`config.mk`:
```
export PLATFORM = sky130hd
export DESIGN_NAME = dtree_frame_loader
export DESIGN_NICKNAME = d
export VERILOG_FILES = /design/src/rtl/dtree_pkg.sv /design/src/rtl/dtree_feat_regs.sv /design/src/rtl/dtree_frame_loader.sv
export SDC_FILE = /design/constraint.sdc
export NUM_CORES = 1
export LEC_CHECK = 0
export CAP_MARGIN = 30
export CORE_ASPECT_RATIO = 1.4
export CORE_MARGIN = 10
export CORE_UTILIZATION = 56
export DETAILED_ROUTE_END_ITERATION = 10
export PLACE_DENSITY = 0.93
export SLEW_MARGIN = 20
export SYNTH_ARGS = -nofsm -noshare
export SYNTH_HDL_FRONTEND = slang
export SYNTH_SLANG_ARGS = --single-unit
```
`constraint.sdc`:
```
create_clock -name clk -period 5.7 [get_ports clk]
set_clock_uncertainty 0.2 [all_clocks]
set_input_delay 1.14 -clock clk [delete_from_list [all_inputs] [get_ports clk]]
set_output_delay 1.14 -clock clk [all_outputs]
set_load 0.02 [all_outputs]
```
`src/rtl/dtree_pkg.sv`:
```
// rtl/dtree_pkg.sv - shared sizes, state encoding and feature positions for the decision-tree loader
package dtree_pkg;
  localparam int NUM_FEATURES = 5;
  localparam int FEAT_W       = 8;
  localparam int CLASS_W      = 5;

  typedef enum logic [1:0] {LOAD, EVAL, RESULT, DRAIN} state_t;

  localparam int F_X13  = 0;
  localparam int F_X27  = 1;
  localparam int F_X235 = 2;
  localparam int F_X264 = 3;
  localparam int F_X278 = 4;
endpackage

```
`src/rtl/dtree_feat_regs.sv`:
```
// rtl/dtree_feat_regs.sv - indexed feature slots with a committed, flattened feature bus
// Slots take bytes as they arrive; feat_bus only changes on commit, so the tree never sees a partial frame.
module dtree_feat_regs #(
  parameter int NUM_FEATURES = 5,
  parameter int FEAT_W       = 8,
  parameter int IDX_W        = 3
) (
  input  logic                           clk,
  input  logic                           rst,
  input  logic                           wr_en,
  input  logic [IDX_W-1:0]               wr_idx,
  input  logic [FEAT_W-1:0]              wr_data,
  input  logic                           commit,
  output logic [NUM_FEATURES*FEAT_W-1:0] feat_bus
);
  logic [FEAT_W-1:0] slots [NUM_FEATURES];

  always_ff @(posedge clk) begin
    if (rst) begin
      for (int i = 0; i < NUM_FEATURES; i++) slots[i] <= '0;
      feat_bus <= '0;
    end else begin
      if (wr_en) slots[wr_idx] <= wr_data;
      // The closing byte is merged in directly since its slot write lands in the same edge.
      if (commit) begin
        for (int i = 0; i < NUM_FEATURES; i++)
          feat_bus[i*FEAT_W +: FEAT_W] <= (wr_en && wr_idx == IDX_W'(i)) ? wr_data : slots[i];
      end
    end
  end
endmodule

```
`src/rtl/dtree_frame_loader.sv`:
```
// rtl/dtree_frame_loader.sv - byte-serial frame loader and result sequencer for a combinational dtree
// Optional partial-frame idle timeout: DTREE_LOADER_TIMEOUT_EN.
module dtree_frame_loader
  import dtree_pkg::*;
#(
  parameter int NUM_FEATURES   = dtree_pkg::NUM_FEATURES,
  parameter int FEAT_W         = dtree_pkg::FEAT_W,
  parameter int CLASS_W        = dtree_pkg::CLASS_W,
  parameter int TIMEOUT_CYCLES = 255
) (
  input  logic                           clk,
  input  logic                           rst,
  input  logic                           s_valid,
  output logic                           s_ready,
  input  logic [FEAT_W-1:0]              s_data,
  input  logic                           s_last,
  output logic [NUM_FEATURES*FEAT_W-1:0] feat_bus,
  input  logic [CLASS_W-1:0]             cls_in,
  output logic                           m_valid,
  input  logic                           m_ready,
  output logic [CLASS_W-1:0]             m_class,
  output logic                           m_err
);
  localparam int IDX_W = (NUM_FEATURES > 1) ? $clog2(NUM_FEATURES) : 1;
  localparam logic [IDX_W-1:0] LAST_IDX = IDX_W'(NUM_FEATURES - 1);

  state_t           state;
  logic [IDX_W-1:0] idx;
  logic             accept;
  logic             wr_en;
  logic             commit;
  logic             timeout;

  assign accept = s_valid && s_ready;
  assign wr_en  = accept && (state == LOAD);
  assign commit = wr_en && s_last && (idx == LAST_IDX);

`ifdef DTREE_LOADER_TIMEOUT_EN
  localparam int TO_W = $clog2(TIMEOUT_CYCLES + 1);
  logic [TO_W-1:0] idle_cnt;

  assign timeout = (state == LOAD) && (idx != '0) && !accept &&
                   (idle_cnt == TO_W'(TIMEOUT_CYCLES - 1));

  always_ff @(posedge clk) begin
    if (rst || state != LOAD || accept || idx == '0) idle_cnt <= '0;
    else                                            idle_cnt <= idle_cnt + 1'b1;
  end
`else
  assign timeout = 1'b0;
`endif

  dtree_feat_regs #(
    .NUM_FEATURES(NUM_FEATURES),
    .FEAT_W      (FEAT_W),
    .IDX_W       (IDX_W)
  ) u_feat_regs (
    .clk     (clk),
    .rst     (rst),
    .wr_en   (wr_en),
    .wr_idx  (idx),
    .wr_data (s_data),
    .commit  (commit),
    .feat_bus(feat_bus)
  );

  // s_ready and m_valid are registered from the next state so neither depends on the handshake inputs.
  always_ff @(posedge clk) begin
    if (rst) begin
      state   <= LOAD;
      idx     <= '0;
      s_ready <= 1'b0;
      m_valid <= 1'b0;
      m_class <= '0;
      m_err   <= 1'b0;
    end else begin
      case (state)
        LOAD: begin
          s_ready <= 1'b1;
          if (timeout || (accept && s_last && idx != LAST_IDX)) begin
            state   <= RESULT;
            idx     <= '0;
            s_ready <= 1'b0;
            m_valid <= 1'b1;
            m_class <= '0;
            m_err   <= 1'b1;
          end else if (accept && idx == LAST_IDX) begin
            idx <= '0;
            if (s_last) begin
              state   <= EVAL;
              s_ready <= 1'b0;
            end else begin
              state <= DRAIN;
            end
          end else if (accept) begin
            idx <= idx + 1'b1;
          end
        end
        EVAL: begin
          state   <= RESULT;
          m_valid <= 1'b1;
          m_class <= cls_in;
          m_err   <= 1'b0;
        end
        RESULT: begin
          if (m_ready) begin
            state   <= LOAD;
            m_valid <= 1'b0;
            s_ready <= 1'b1;
          end
        end
        DRAIN: begin
          if (accept && s_last) begin
            state   <= RESULT;
            s_ready <= 1'b0;
            m_valid <= 1'b1;
            m_class <= '0;
            m_err   <= 1'b1;
          end
        end
        default: state <= LOAD;
      endcase
    end
  end
endmodule

```
---- Word-level counts from Yosys, hierarchy flattened ----
Memories as Yosys holds them, arrays and structs flattened. A register that Yosys moved wholly into a read port is not among the register bits.
Cells that the tools add are included.
word-level totals
  register bits after elaboration ......... 13
  bits in writable memories ............... 40
  input port bits ......................... 18
  output and inout port bits .............. 48
  word-level logic and storage cells ...... 65
  memories kept ........................... 1
operators by class
  add/sub/neg operators ................... 1
  equal/unequal tests ..................... 9
  multiplexer cells ....................... 31
  reductions and logical operators ........ 17
memory list
  memory             depth  width  read ports  clocked after memory_dff  write ports  RTL line               text
  u_feat_regs.slots  5      8      5           5                         5            dtree_feat_regs.sv:16  logic [FEAT_W-1:0] slots [NUM_FEATURES];
operators with widths
  kind                                                                    count
  5-bit one-hot mux with 3 select lines                                   1
  1-bit two-way mux                                                       14
  3-bit two-way mux                                                       4
  3-bit AND reduction                                                     4
  2-bit two-way mux                                                       5
  5-bit two-way mux                                                       2
  3-bit nonzero test                                                      3
  8-bit two-way mux                                                       1
  2-bit one-hot mux with 4 select lines                                   1
  8-bit OR reduction                                                      1
  1-bit logical AND                                                       7
  1-bit one-hot mux with 3 select lines                                   2
  2-bit equality test (second input constant)                             2
  2-bit != test (second input constant)                                   2
  1-bit one-hot mux with 4 select lines                                   1
  3-bit by 1-bit adder with 3-bit output (second input constant)          1
  3-bit equality test (second input constant)                             1
  3-bit by 1-bit != test with 1-bit output (second input constant)        1
  3-bit != test (second input constant)                                   1
  2-bit by 1-bit equality test with 1-bit output (second input constant)  1
  2-bit logical NOT                                                       1
  2-bit by 1-bit != test with 1-bit output (second input constant)        1
  2-bit AND reduction                                                     1

---- Logic depth before layout (Yosys ltp) ----
Gate-level depths: netlist (run 1).
  word-level depth ........................ 7
  depth in mapped cells ................... 6
  gate-level depth less buffers ........... 5

---- Cells and area by module ----
From an unflattened synthesis (run 1), not the netlist that was laid out.
unflattened totals
  cell total of the unflattened synthesis .. 412
  area, all modules ....................... 4,061.4 sq um
modules (own cells, without submodules)
  module              times used  cells each  area each (sq um)  sequential area each (sq um)
  dtree_feat_regs     1           337         3,407.0            2,001.9
  dtree_frame_loader  1           75          654.4              260.2

---- Least setup slack after synthesis (run 1) ----
No wires, ideal clock.
  path kind ............................... in2reg
  start point ............................. input port s_valid
  end point ............................... memory u_feat_regs.slots[2][0], enable pin
  arrival ................................. 2,005 ps
  setup slack ............................. 3,186 ps
  stages .................................. 4
  path buffers ............................ 1
  path through ............................ nor4bb_1 and4_1 clkbuf_1 or2_2
RTL lines
  element             RTL line                  text
  start: declaration  dtree_frame_loader.sv:13  input logic s_valid,
  end: declaration    dtree_feat_regs.sv:16

==> results of run 1 <==
## cell type report
| type | count | share of cell area |
|---|---|---|
| sequential | 85 | 0.456 |
| clock inverter | 6 | 0.0138 |
| multi-input combinational | 228 | 0.319 |
| inverter | 6 | 0.00508 |
| clock buffer | 10 | 0.0310 |
| tap | 72 | 0.0203 |
| timing repair buffer | 70 | 0.155 |
## per-stage QoR
step                      instance area [um2]  utilization
final                                    4440        0.709
after global routing                     4440        0.709
after CTS                                4430        0.708
after detailed placement                 4230        0.676
after global placement                   4230        0.676
after floorplan                          3600            -
## cell usage in the layout (no fill, tap or decap), types with 3 or more instances in the layout
cell and n:
nand2_1 3, clkinv_2 3, ha_1 3, o21ai_0 40, nor2_1 3, o211ai_1 6, clkbuf_8 10, nand2b_1 11
clkdlybuf4s50_1 64, edfxtp_1 32, nand3_1 34, o21a_1 3, nand4b_1 7, buf_4 4, a311oi_1 8, dfxtp_1 53
a32oi_1 6, and2_1 33, inv_1 5, or2_2 4, a21oi_1 44
## critical path: cells and delay by family
family                 cells  cell delay, ps
buffers and inverters      1             560
and+or+nand+nor            3            1560
## report_power, final
group          internal [W]  switching [W]
Clock              0.000214       0.000214
Sequential         0.000640     0.00000668
Combinational     0.0000240      0.0000388
## logic make-up after synthesis
group,count (synthesis),share of synthesized area
AND/OR/NAND/NOR,113,0.202
AO/OA/AOI/OAI,112,0.181
flip-flops,85,0.562
buffers and inverters,37,0.0448
adder cells (fa/ha/maj),3,0.0104
## layer usage
metal / track usage / vias to the layer above
met1: 0.201 / 1374
met5: 0 / -
met2: 0.285 / 153
met3: 0.0460 / 26
li1: - / 1386
met4: 0.106 / 0
## path summary, 6_finish.rpt
path                start                       to  slack (ps)  cells past startpoint
max reg2reg      state[1]  u_feat_regs.slots[3][5]        3030                      3
min          feat_bus[34]             feat_bus[34]         280                      2
min reg2reg  feat_bus[34]             feat_bus[34]         280                      2
max               s_valid  u_feat_regs.slots[3][5]        2290                      4
## cells in the mapped netlist
| cell type | n | area [um2] |
|---|---|---|
| and3b_1 | 1 | 8.76 |
| o2111ai_1 | 1 | 8.76 |
| and3_1 | 1 | 6.26 |
| a31oi_1 | 1 | 6.26 |
| a221oi_1 | 1 | 8.76 |
| and4_1 | 1 | 8.76 |
| nor4bb_1 | 1 | 10.0 |
| nor2b_1 | 2 | 12.5 |
| ha_1 | 3 | 37.5 |
| o21ai_0 | 40 | 200 |
| nor2_1 | 3 | 11.3 |
| nand2b_1 | 11 | 68.8 |
| o211ai_1 | 6 | 45.0 |
| a22o_1 | 1 | 8.76 |
| nand3_1 | 34 | 170 |
| nor3_1 | 1 | 5.00 |
| a21boi_0 | 1 | 7.51 |
| edfxtp_1 | 32 | 961 |
| inv_1 | 5 | 18.8 |
| nand2_1 | 3 | 11.3 |
| nand4_1 | 1 | 6.26 |
| or4_1 | 2 | 15.0 |
| buf_4 | 2 | 15.0 |
| a311oi_1 | 8 | 70.1 |
| nand3b_1 | 1 | 7.51 |
| clkbuf_1 | 21 | 78.8 |
| nand4b_1 | 7 | 61.3 |
| and4bb_2 | 1 | 12.5 |
| or2_2 | 4 | 25.0 |
| clkinv_1 | 1 | 3.75 |
| buf_1 | 1 | 3.75 |
| buf_2 | 6 | 30.0 |
| or3_1 | 1 | 6.26 |
| nand4bb_1 | 2 | 22.5 |
| a21oi_1 | 44 | 220 |
| a32oi_1 | 6 | 52.6 |
| o21a_1 | 3 | 22.5 |
| and2_1 | 33 | 206 |
| nor3_2 | 1 | 10.0 |
| buf_6 | 1 | 11.3 |
| dfxtp_1 | 53 | 1060 |
| nor4_4 | 2 | 42.5 |
## state kept, by name (all words and copies together), names as in the netlist
signal and flops:
feat_bus 40, u_feat_regs.slots 32, idx 3, m_class 5
state 2, s_ready 1, m_valid 1, m_err 1
==> results.yml, run 1 <==
yosys:
  synth_area_um2: 3600
  synth_cell_types: 42
  syn_nets: 371
  yosysSeqAreaShare: 0.562
  ys_ff_latch: 85
  yosysWarnings: 0
  avgSynthCellArea_um2: 10.3
  synth_cells: 350
placed_design:
  io_buffers: 65
  dp.cells: 460
  gp_congestion: 0.852
  pre_cts_ws_ps: 1950
  hpwl_um: 5850
grt:
  grtUsageTotal: 0.175
  antenna_found_initial: 0
  grt_max_degree: 70
  grt_pass1_vias: 2889
  grt_overflow: 0
  grt_pass1_wl_um: 14100
sta:
  finalSetupTns_ps: 0
  setup_ws_ps: 2290
  worst_pin_slew_ps: 968
  hold-worst-slack_ps: 283
  grt_setup_unrepaired: "false"
  post-route-period-util: 0.598
  drv_slew: 0
  maxSlewHeadroom: 0.352
  hold_violations: 0
  max_freq_mhz: 293
  setup_viol: 0
  finalCriticalPeriod_ps: 3410
clock_tree:
  cts_hold_buf: 0
  cts_buffer_depth: 2
  post_cts.repair.setup_buffers: 0
  clk_pin_slew_ps: 80
  h-tree-depth: 3
  cts_tree: "done"
  cts_root_buf: "clkbuf_8"
  clk_latency_ps: 360
  cts_buffers: 9
  cts.sinks: 85
  postCtsResizedCells: 0
detailed_routing:
  drc_errors: 0
  wl_per_cell_um: 18.4
  viasPerCell: 6.16
  met2_length_um: 4320
  dr_wl_met3_um: 845
  routed_wirelength_um: 8790
  wl_met1_um: 3310
  drt-pass1-iter-count: 5
  highest_layer: "met4"
  ant_nets: 0
  drt_iter0_markers: 307
  via_count: 2939
die:
  start_util: 0.576
  die_y_um: 115
  die_area_um2: 10100
  num_rows: 34
  io_pins: 66
  core_um2: 6250
  die_w_um: 87.8
worst_setup_path:
  path_max_fanout: 16
  end_kind: "flop"
  worstPathRequired_ps: 5550
  setup.worst_path.class: "in -> reg"
  slowest_stage: "nand4bb_1"
  slowest_delay_ps: 650
  critPathArrivalTime_ps: 3260
  crit_chain: "clkdlybuf4s50_1 > nand4bb_1 > nor4_4 > or2_2"
  cp-start-kind: "input port"
power:
  power_w: 0.00114
  p_leak_nw: 1.44
  ir_drop_mv: 0.206
  p_per_area_nw_per_um2: 256
final_layout:
  seqCellArea_um2: 2020
  antenna_cells: 0
  layout.nets: 421
  syn_to_final_growth_pct: 23.3
  multi_input_area_um2: 1420
  final_layout_size_suffix_gt1_frac: 0.0741
  instances_no_fill: 477
  nFillCells: 453
job:
  max-cap-violations: 0
worst_hold_path:
  min_path_type: "reg -> reg"
status:
  outcome: "complete, no violations"
Power figures use the tool's default switching activity.
==> run 2, diff against run 1 <==
--- a/config.mk
+++ b/config.mk
@@ -8,9 +8,9 @@
 export CAP_MARGIN = 30
 export CORE_ASPECT_RATIO = 1.4
 export CORE_MARGIN = 10
-export CORE_UTILIZATION = 56
+export CORE_UTILIZATION = 52
 export DETAILED_ROUTE_END_ITERATION = 10
-export PLACE_DENSITY = 0.93
+export PLACE_DENSITY = 0.87
 export SLEW_MARGIN = 20
 export SYNTH_ARGS = -nofsm -noshare
 export SYNTH_HDL_FRONTEND = slang
==> constraint.sdc (replaced) <==
create_clock -name clk -period 3.4 [get_ports clk]
set_clock_uncertainty 0.2 [all_clocks]
set_input_delay 0.68 -clock clk [delete_from_list [all_inputs] [get_ports clk]]
set_output_delay 0.68 -clock clk [all_outputs]
set_load 0.02 [all_outputs]
==> results.yml, run 2 (same netlist as run 1, synthesis figures left out) <==
status:
  outcome: "complete, no violations"
die:
  die_area_um2: 10700
  die_w_um: 90.3
  start_util: 0.541
  io_pins: 66
  die_y_um: 118
  num_rows: 35
  core_um2: 6660
clock_tree:
  cts_hold_buf: 0
  h-tree-depth: 3
  cts_buffer_depth: 2
  clk_pin_slew_ps: 80
  cts.sinks: 85
  postCtsResizedCells: 0
  post_cts.repair.setup_buffers: 0
  cts_root_buf: "clkbuf_8"
  cts_buffers: 9
  cts_tree: "done"
  clk_latency_ps: 350
detailed_routing:
  met2_length_um: 4450
  wl_met1_um: 3540
  dr_wl_met3_um: 619
  highest_layer: "met4"
  via_count: 2945
  routed_wirelength_um: 8780
  viasPerCell: 5.89
  ant_nets: 0
  wl_per_cell_um: 17.6
  drt-pass1-iter-count: 5
  drt_iter0_markers: 257
  drc_errors: 0
sta:
  finalCriticalPeriod_ps: 2430
  max_freq_mhz: 411
  finalSetupTns_ps: 0
  grt_setup_unrepaired: "false"
  setup_viol: 0
  drv_slew: 0
  post-route-period-util: 0.715
  worst_pin_slew_ps: 804
  maxSlewHeadroom: 0.464
  hold-worst-slack_ps: 277
  hold_violations: 0
placed_design:
  hpwl_um: 5940
  gp_congestion: 0.794
  dp.cells: 484
  io_buffers: 65
grt:
  antenna_found_initial: 0
  grtUsageTotal: 0.165
  grt_pass1_wl_um: 14600
  grt_max_degree: 42
  grt_overflow: 0
  grt_pass1_vias: 2893
final_layout:
  largest_register: "feat_bus"
  top_regs: "feat_bus (40), u_feat_regs.slots (32), m_class (5)"
  layout.nets: 424
  instances_no_fill: 500
  nFillCells: 532
  final_common_cell: "clkdlybuf4s50_1"
  final_layout_size_suffix_gt1_frac: 0.0784
  largest_register_ffs: 40
  final_cell_mix: "clkdlybuf4s50_1 (64), dfxtp_1 (53), a21oi_1 (44)"
  syn_to_final_growth_pct: 24.5
  antenna_cells: 0
power:
  p_leak_nw: 1.46
  ir_drop_mv: 0.258
  p_per_area_nw_per_um2: 426
worst_setup_path:
  setup.worst_path.class: "in -> reg"
  path_max_fanout: 16
  cp-start-kind: "input port"
  slowest_delay_ps: 550
  slowest_stage: "clkdlybuf4s50_1"
  worstPathRequired_ps: 3250
  critPathArrivalTime_ps: 2280
  end_kind: "flop"
  crit_chain: "clkdlybuf4s50_1 > nand4bb_1 > buf_4 > nor4_4 > or2_2"
  rrSetupSlack_ps: 1010
job:
  max-cap-violations: 0
worst_hold_path:
  min_path_type: "reg -> reg"
run 2: final cells by class:
| class | count | area [um2] | share of cell area |
|---|---|---|---|
| clock buffers | 11 | 151 | 0.0338 |
| inverters | 6 | 22.5 | 0.00503 |
| well taps | 92 | 115 | 0.0257 |
| flip-flops and latches | 85 | 2020 | 0.451 |
| multi-input cells | 228 | 1420 | 0.316 |
| clock inverters | 5 | 48.8 | 0.0109 |
| repair buffers | 73 | 706 | 0.157 |
run 2: per-layer routing:
metal,global-route usage,up-vias
met4,0.0818,0
li1,-,1386
met5,0,-
met1,0.188,1427
met2,0.279,114
met3,0.0437,18
run 2: worst max-delay path: cells and delay by family:
family,cells,cell delay (ps)
and+or+nand+nor,3,820
buffers and inverters,2,770
run 2: stage by stage:
stage / utilization / worst slack (ps) / total power, W / cell area (um2)
floorplan: - / 1350 / 0.00116 / 3600
finish: 0.673 / 970 / 0.00191 / 4480
global placement: 0.643 / 678 / 0.00121 / 4280
detailed placement: 0.643 / 610 / 0.00121 / 4280
CTS: 0.673 / 970 / 0.00191 / 4480
global route: 0.673 / 795 / 0.00197 / 4480
run 2: final timing paths:
kind,from,end,cells after the start
setup / recovery,s_valid,u_feat_regs.slots[3][2],5
hold / removal,feat_bus[7],feat_bus[7],2
setup reg to reg,idx[1],feat_bus[24],5
hold reg to reg,feat_bus[7],feat_bus[7],2
run 2: power breakdown:
part           leakage, nW  internal [W]  total (W)  switching, W
Combinational        0.591     0.0000415   0.000107     0.0000654
Sequential           0.759       0.00107    0.00108     0.0000112
Clock                0.107      0.000374   0.000717      0.000343
Total                 1.46       0.00149    0.00191      0.000420
==> run 3, diff against run 2 <==
==> constraint.sdc (replaced) <==
create_clock -name clk -period 2.3 [get_ports clk]
set_clock_uncertainty 0.2 [all_clocks]
set_input_delay 0.46 -clock clk [delete_from_list [all_inputs] [get_ports clk]]
set_output_delay 0.46 -clock clk [all_outputs]
set_load 0.02 [all_outputs]
==> results.yml, run 3 (same netlist as run 1, synthesis figures left out) <==
final_layout:
  top_regs: "feat_bus (40), u_feat_regs.slots (32), m_class (5)"
  largest_register: "feat_bus"
  largest_register_ffs: 40
  syn_to_final_growth_pct: 27.9
  antenna_cells: 0
  final_common_cell: "clkdlybuf4s50_1"
  final_layout_size_suffix_gt1_frac: 0.112
  nFillCells: 513
  final_cell_mix: "clkdlybuf4s50_1 (64), dfxtp_1 (53), a21oi_1 (44)"
  layout.nets: 437
sta:
  hold_violations: 0
  drv_slew: 0
  setup_viol: 0
  max_freq_mhz: 464
  hold-worst-slack_ps: 277
  post-route-period-util: 0.937
  worst_pin_slew_ps: 441
  maxSlewHeadroom: 0.706
  grt_setup_unrepaired: "false"
  finalCriticalPeriod_ps: 2160
clock_tree:
  h-tree-depth: 3
  cts_buffers: 9
  cts_buffer_depth: 2
  post_cts.repair.setup_buffers: 0
  clk_pin_slew_ps: 90
  clk_latency_ps: 350
  cts.sinks: 85
  cts_tree: "done"
  cts_root_buf: "clkbuf_8"
job:
  max-cap-violations: 0
detailed_routing:
  drt_iter0_markers: 219
  drc_errors: 0
  via_count: 2968
  drt-pass1-iter-count: 4
  ant_nets: 0
  wl_per_cell_um: 17.2
  routed_wirelength_um: 8830
  viasPerCell: 5.79
worst_setup_path:
  setup.worst_path.class: "reg -> reg"
  end_kind: "flop"
  critPathBufInv: 1
  critPathArrivalTime_ps: 2190
  slowest_delay_ps: 550
  crit_chain: "inv_1 > ha_1 > and4bb_2 > a21oi_1 > a311oi_1"
  worstPathRequired_ps: 2330
  cp-start-kind: "flop"
  cp_top_family: "simple AND/OR/NAND/NOR gates"
  slowest_stage: "and4bb_2"
  path_max_fanout: 19
die:
  num_rows: 35
  die_area_um2: 10700
  start_util: 0.541
  core_um2: 6660
  die_w_um: 90.3
  io_pins: 66
  die_y_um: 118
grt:
  grt_max_degree: 35
  grt_pass1_vias: 3006
  grt_overflow: 0
  grtUsageTotal: 0.168
  grt_pass1_wl_um: 14900
  antenna_found_initial: 0
placed_design:
  hpwl_um: 6200
  gp_congestion: 0.823
  io_buffers: 65
worst_hold_path:
  min_path_type: "reg -> reg"
power:
  p_leak_nw: 1.53
  power_w: 0.00282
  p_per_area_nw_per_um2: 612
  ir_drop_mv: 0.393
status:
  outcome: "complete, no violations"
-- run 3: cell count changes in the layout (fill, tap and decap cells not counted), sizes merged --
cell / before / now
buf: 9 / 22
clkbuf: 11 / 9
inv: 5 / 7
clkinv: 5 / 4
clkinvlp: 0 / 1
-- run 3: tightest hold or removal path, cell delays in order (launching register included) --
cell	delay (ps)
dfxtp_1	310
o21ai_0	60
a21oi_1	60
-- run 3: timing repair --
| item | in CTS | in global routing |
|---|---|---|
| resized for setup | 0 | 1 |
| endpoints found under the setup margin | 0 | 1 |
| hold endpoints to repair | 0 | 0 |
| hold buffers | 0 | 0 |
-- run 3: area by class of cell --
type	count	area [um2]	share of cell area
Sequential cell	85	2020	0.439
Multi-Input combinational cell	228	1420	0.308
Timing Repair Buffer	86	828	0.180
Clock buffer	9	124	0.0269
Tap cell	92	115	0.0250
Clock inverter	7	73.8	0.0160
Inverter	6	22.5	0.00489
-- run 3: report_power, final --
group | total (W) | internal (W) | leakage, nW | switching, W
registers | 0.00160 | 0.00159 | 0.759 | 0.0000150
clock network | 0.00104 | 0.000507 | 0.100 | 0.000533
logic | 0.000174 | 0.0000723 | 0.666 | 0.000102
-- run 3: path summary, 6_finish.rpt --
check,from,endpoint,cells past startpoint,slack (ps)
setup / recovery,idx[1],feat_bus[29],5,140
hold / removal,feat_bus[20],feat_bus[20],2,280
setup reg to reg,idx[1],feat_bus[29],5,140
hold reg to reg,feat_bus[20],feat_bus[20],2,280
-- run 3: per-stage QoR --
stage / utilization / worst slack (ps) / TNS (ps) / cells / cell area, um2
final: 0.692 / 145 / 0 / 513 / 4600
after global routing: 0.692 / 31.5 / 0 / 513 / 4600
after CTS: 0.691 / 150 / 0 / 513 / 4600
after detailed placement: 0.662 / -18.1 / -268 / 497 / 4400
after global placement: 0.662 / 2.59 / 0 / 497 / 4400
after floorplan: - / 428 / 0 / 350 / 3600
-- run 3: layer usage --
| layer | wire, um | vias up | GRT usage |
|---|---|---|---|
| met1 | 3350 | 1410 | 0.184 |
| met5 | 0 | - | 0 |
| li1 | - | 1420 | - |
| met2 | 4470 | 121 | 0.286 |
| met4 | 255 | 0 | 0.0818 |
| met3 | 766 | 17 | 0.0538 |
==> edit (flow settings as in run 1) <==
The package constant `CLASS_W` goes from 5 to 7.
--- a/src/rtl/dtree_pkg.sv
+++ b/src/rtl/dtree_pkg.sv
@@ -2,7 +2,7 @@
 package dtree_pkg;
   localparam int NUM_FEATURES = 5;
   localparam int FEAT_W       = 8;
-  localparam int CLASS_W      = 5;
+  localparam int CLASS_W      = 7;
 
   typedef enum logic [1:0] {LOAD, EVAL, RESULT, DRAIN} state_t;
 
Interface: changed (resized cls_in and m_class); port bits go from 66 to 70. The function was not compared with the original's and may differ.
==> edit against run 1 <==
  * Wire length up 2.5%
  * Highest routed layer unchanged
  * Worst setup slack gained 140 ps
  * Cell area increased by 2.5%
  * Critical path type unchanged
  * Combinational power up 8.3%
  * Sequential cell count grew 2
  * Power rose by 3.0%
  * Hold slack worse by 6.8 ps
  * Synthesized area up 1.6%
  * Synthesized cell count up 1.4%
  * Global-route usage grew 0.46 points
==> edit: results (changes against run 1) <==
The first-pass GRT wire length is 14,200 µm (+0.39%). The number of buffers created by CTS is 9 (unchanged). The number of global-route vias before repair came out at 2,804 (-2.9%).

The count of flip-flops with a built-in enable after synthesis came out at 32 (unchanged). The initial antenna violation count came out at 0 (unchanged). The post-DP HPWL is 6180 µm (+5.6%).

The synthesized netlist net count came out at 378 (+1.9%). The maximum VDD drop is 165 µV (-20%). The global routing usage summed across all routing layers is 18.0% (+0.46 points). The number of fill cells came out at 469 (+3.5%). The number of diodes added for antenna fixing is 0 (unchanged). The run finished with clean final reports.

The total via count in the routed design is 2,959 (+0.68%). The number of H-tree levels came to 3 (unchanged). The final weighted congestion of routability-driven global placement came out at 0.801 (-6.1%). The largest buffer count on any clock path was 2 (unchanged).

The post-CTS setup repair buffer count is 0 (unchanged). The fraction of power spent switching nets came out at 24.3% (+1.5 points). The detail-routed net length per standard cell is 18.5 µm (+0.62%). The net count of the finished layout came out at 432 (+2.6%).

The fraction of final layout cells with drive strength greater than 1 came to 7.97% (+0.56 points). The portion of the post-synthesis area used by sequential elements is 56.4% (+0.21 points). The count of instances resized after the clock tree is built is 0 (unchanged).

The cell at the slowest stage of the critical path is sky130_fd_sc_hd__clkdlybuf4s50_1. Yosys attributes the largest share of cell area to sky130_fd_sc_hd__dfxtp_1 (30%), sky130_fd_sc_hd__edfxtp_1 (26%), sky130_fd_sc_hd__a21oi_1 (6.3%), sky130_fd_sc_hd__o21ai_0 (5.7%), sky130_fd_sc_hd__and2_1 (5.6%). The highest fanout seen on the critical path is 11 (-5). The clock slew at the register clock pins of the worst setup and hold paths is 80 ps (about the same). The number of design-rule violations left by the first detailed-router iteration came to 312 (+1.6%). The yosys synthesis warning count came out at 0 (unchanged).

The unique cell type count in the Yosys netlist came out at 37 (-12%). The setup TNS came out at 0 ps (unchanged). The pin count of the biggest net entering global routing came to 71 (+1.4%).

The worst hold path belongs to the class register to register. The commonest cells after synthesis are sky130_fd_sc_hd__dfxtp_1 (55), sky130_fd_sc_hd__a21oi_1 (46), sky130_fd_sc_hd__o21ai_0 (42). Among cell families on the critical path, the largest total delay comes from simple AND/OR/NAND/NOR gates. The reported leakage power is 1.48 nW (+3.0%). The arrival time of the worst setup path is 3130 ps (-130 ps). The fraction of synthesis flops using an asynchronous set or reset pin is 0% (unchanged). The number of I/O port buffers came out at 69 (+6.2%). The clock root buffer master is sky130_fd_sc_hd__clkbuf_8. The remaining number of nets flagged by the antenna check after routing is 0 (unchanged).

The delay contributed by the slowest stage of the critical path is 570 ps (-80 ps). The headroom to the max-slew limit came out at 47.8% (+13 points). The largest registers in the layout are feat_bus: 40 flops, u_feat_regs.slots: 32 flops, m_class: 7 flops. The latest clock arrival within the worst-skew pair came out at 360 ps (about the same).

The first-pass iteration count of the detailed router is 4 (-1).
## edit: layout make-up
cell class                      count  area share (%)
Sequential cell                    87            45.3
Multi-Input combinational cell    227            31.2
Timing Repair Buffer               74            16.2
Clock buffer                        9            2.72
Tap cell                           72            1.98
Clock inverter                      7            1.73
Inverter                           10           0.826
## edit: final timing paths
path	from	end	slack [ps]	depth (start not counted)
min	m_class[2]	m_class[2]	280	2
min reg2reg	m_class[2]	m_class[2]	280	2
max reg2reg	idx[0]	feat_bus[26]	3180	5
max	s_valid	u_feat_regs.slots[3][1]	2430	5
## edit: power by group through the flow
| stage | Combinational (mW) | Sequential (mW) | Clock (mW) |
|---|---|---|---|
| floorplan | 0.0367 | 0.675 | 0 |
| global route | 0.0725 | 0.665 | 0.466 |
| global placement | 0.0636 | 0.677 | 0 |
| detailed placement | 0.0654 | 0.677 | 0 |
| CTS | 0.0660 | 0.663 | 0.443 |
| finish | 0.0680 | 0.663 | 0.441 |
## edit: cell families after synthesis
| logic type | share of synthesized area [%] |
|---|---|
| simple gates | 19.9 |
| compound gates | 17.1 |
| flops | 56.4 |
| buf+inv | 4.79 |
| mux | 0.821 |
| fa+ha+maj | 1.03 |
## edit: metal layers
metal,GRT usage [%],share of wire (%),vias to the layer above
met5,0,0,-
met4,8.97,1.8,0
met3,3.58,6.9,14
met2,32.1,55,110
met1,19.7,37,1429
li1,-,-,1406
## edit: tightest hold or removal path, delay by kind of cell, from the launching register on
family / cells / cell delay, ps
buffers and inverters: 1 / 50
AO/OA/AOI/OAI: 1 / 60
flip-flops: 1 / 320
## edit: through the flow
step	area [µm²]	setup WS, ps	instances	hold WS, ps
2_1_floorplan	3660	3060	355	292
4_1_cts	4540	2190	485	282
6_report	4550	2430	486	276
3_5_place_dp	4330	1850	469	265
3_3_place_gp	4320	1970	468	245
5_1_grt	4550	2260	486	293
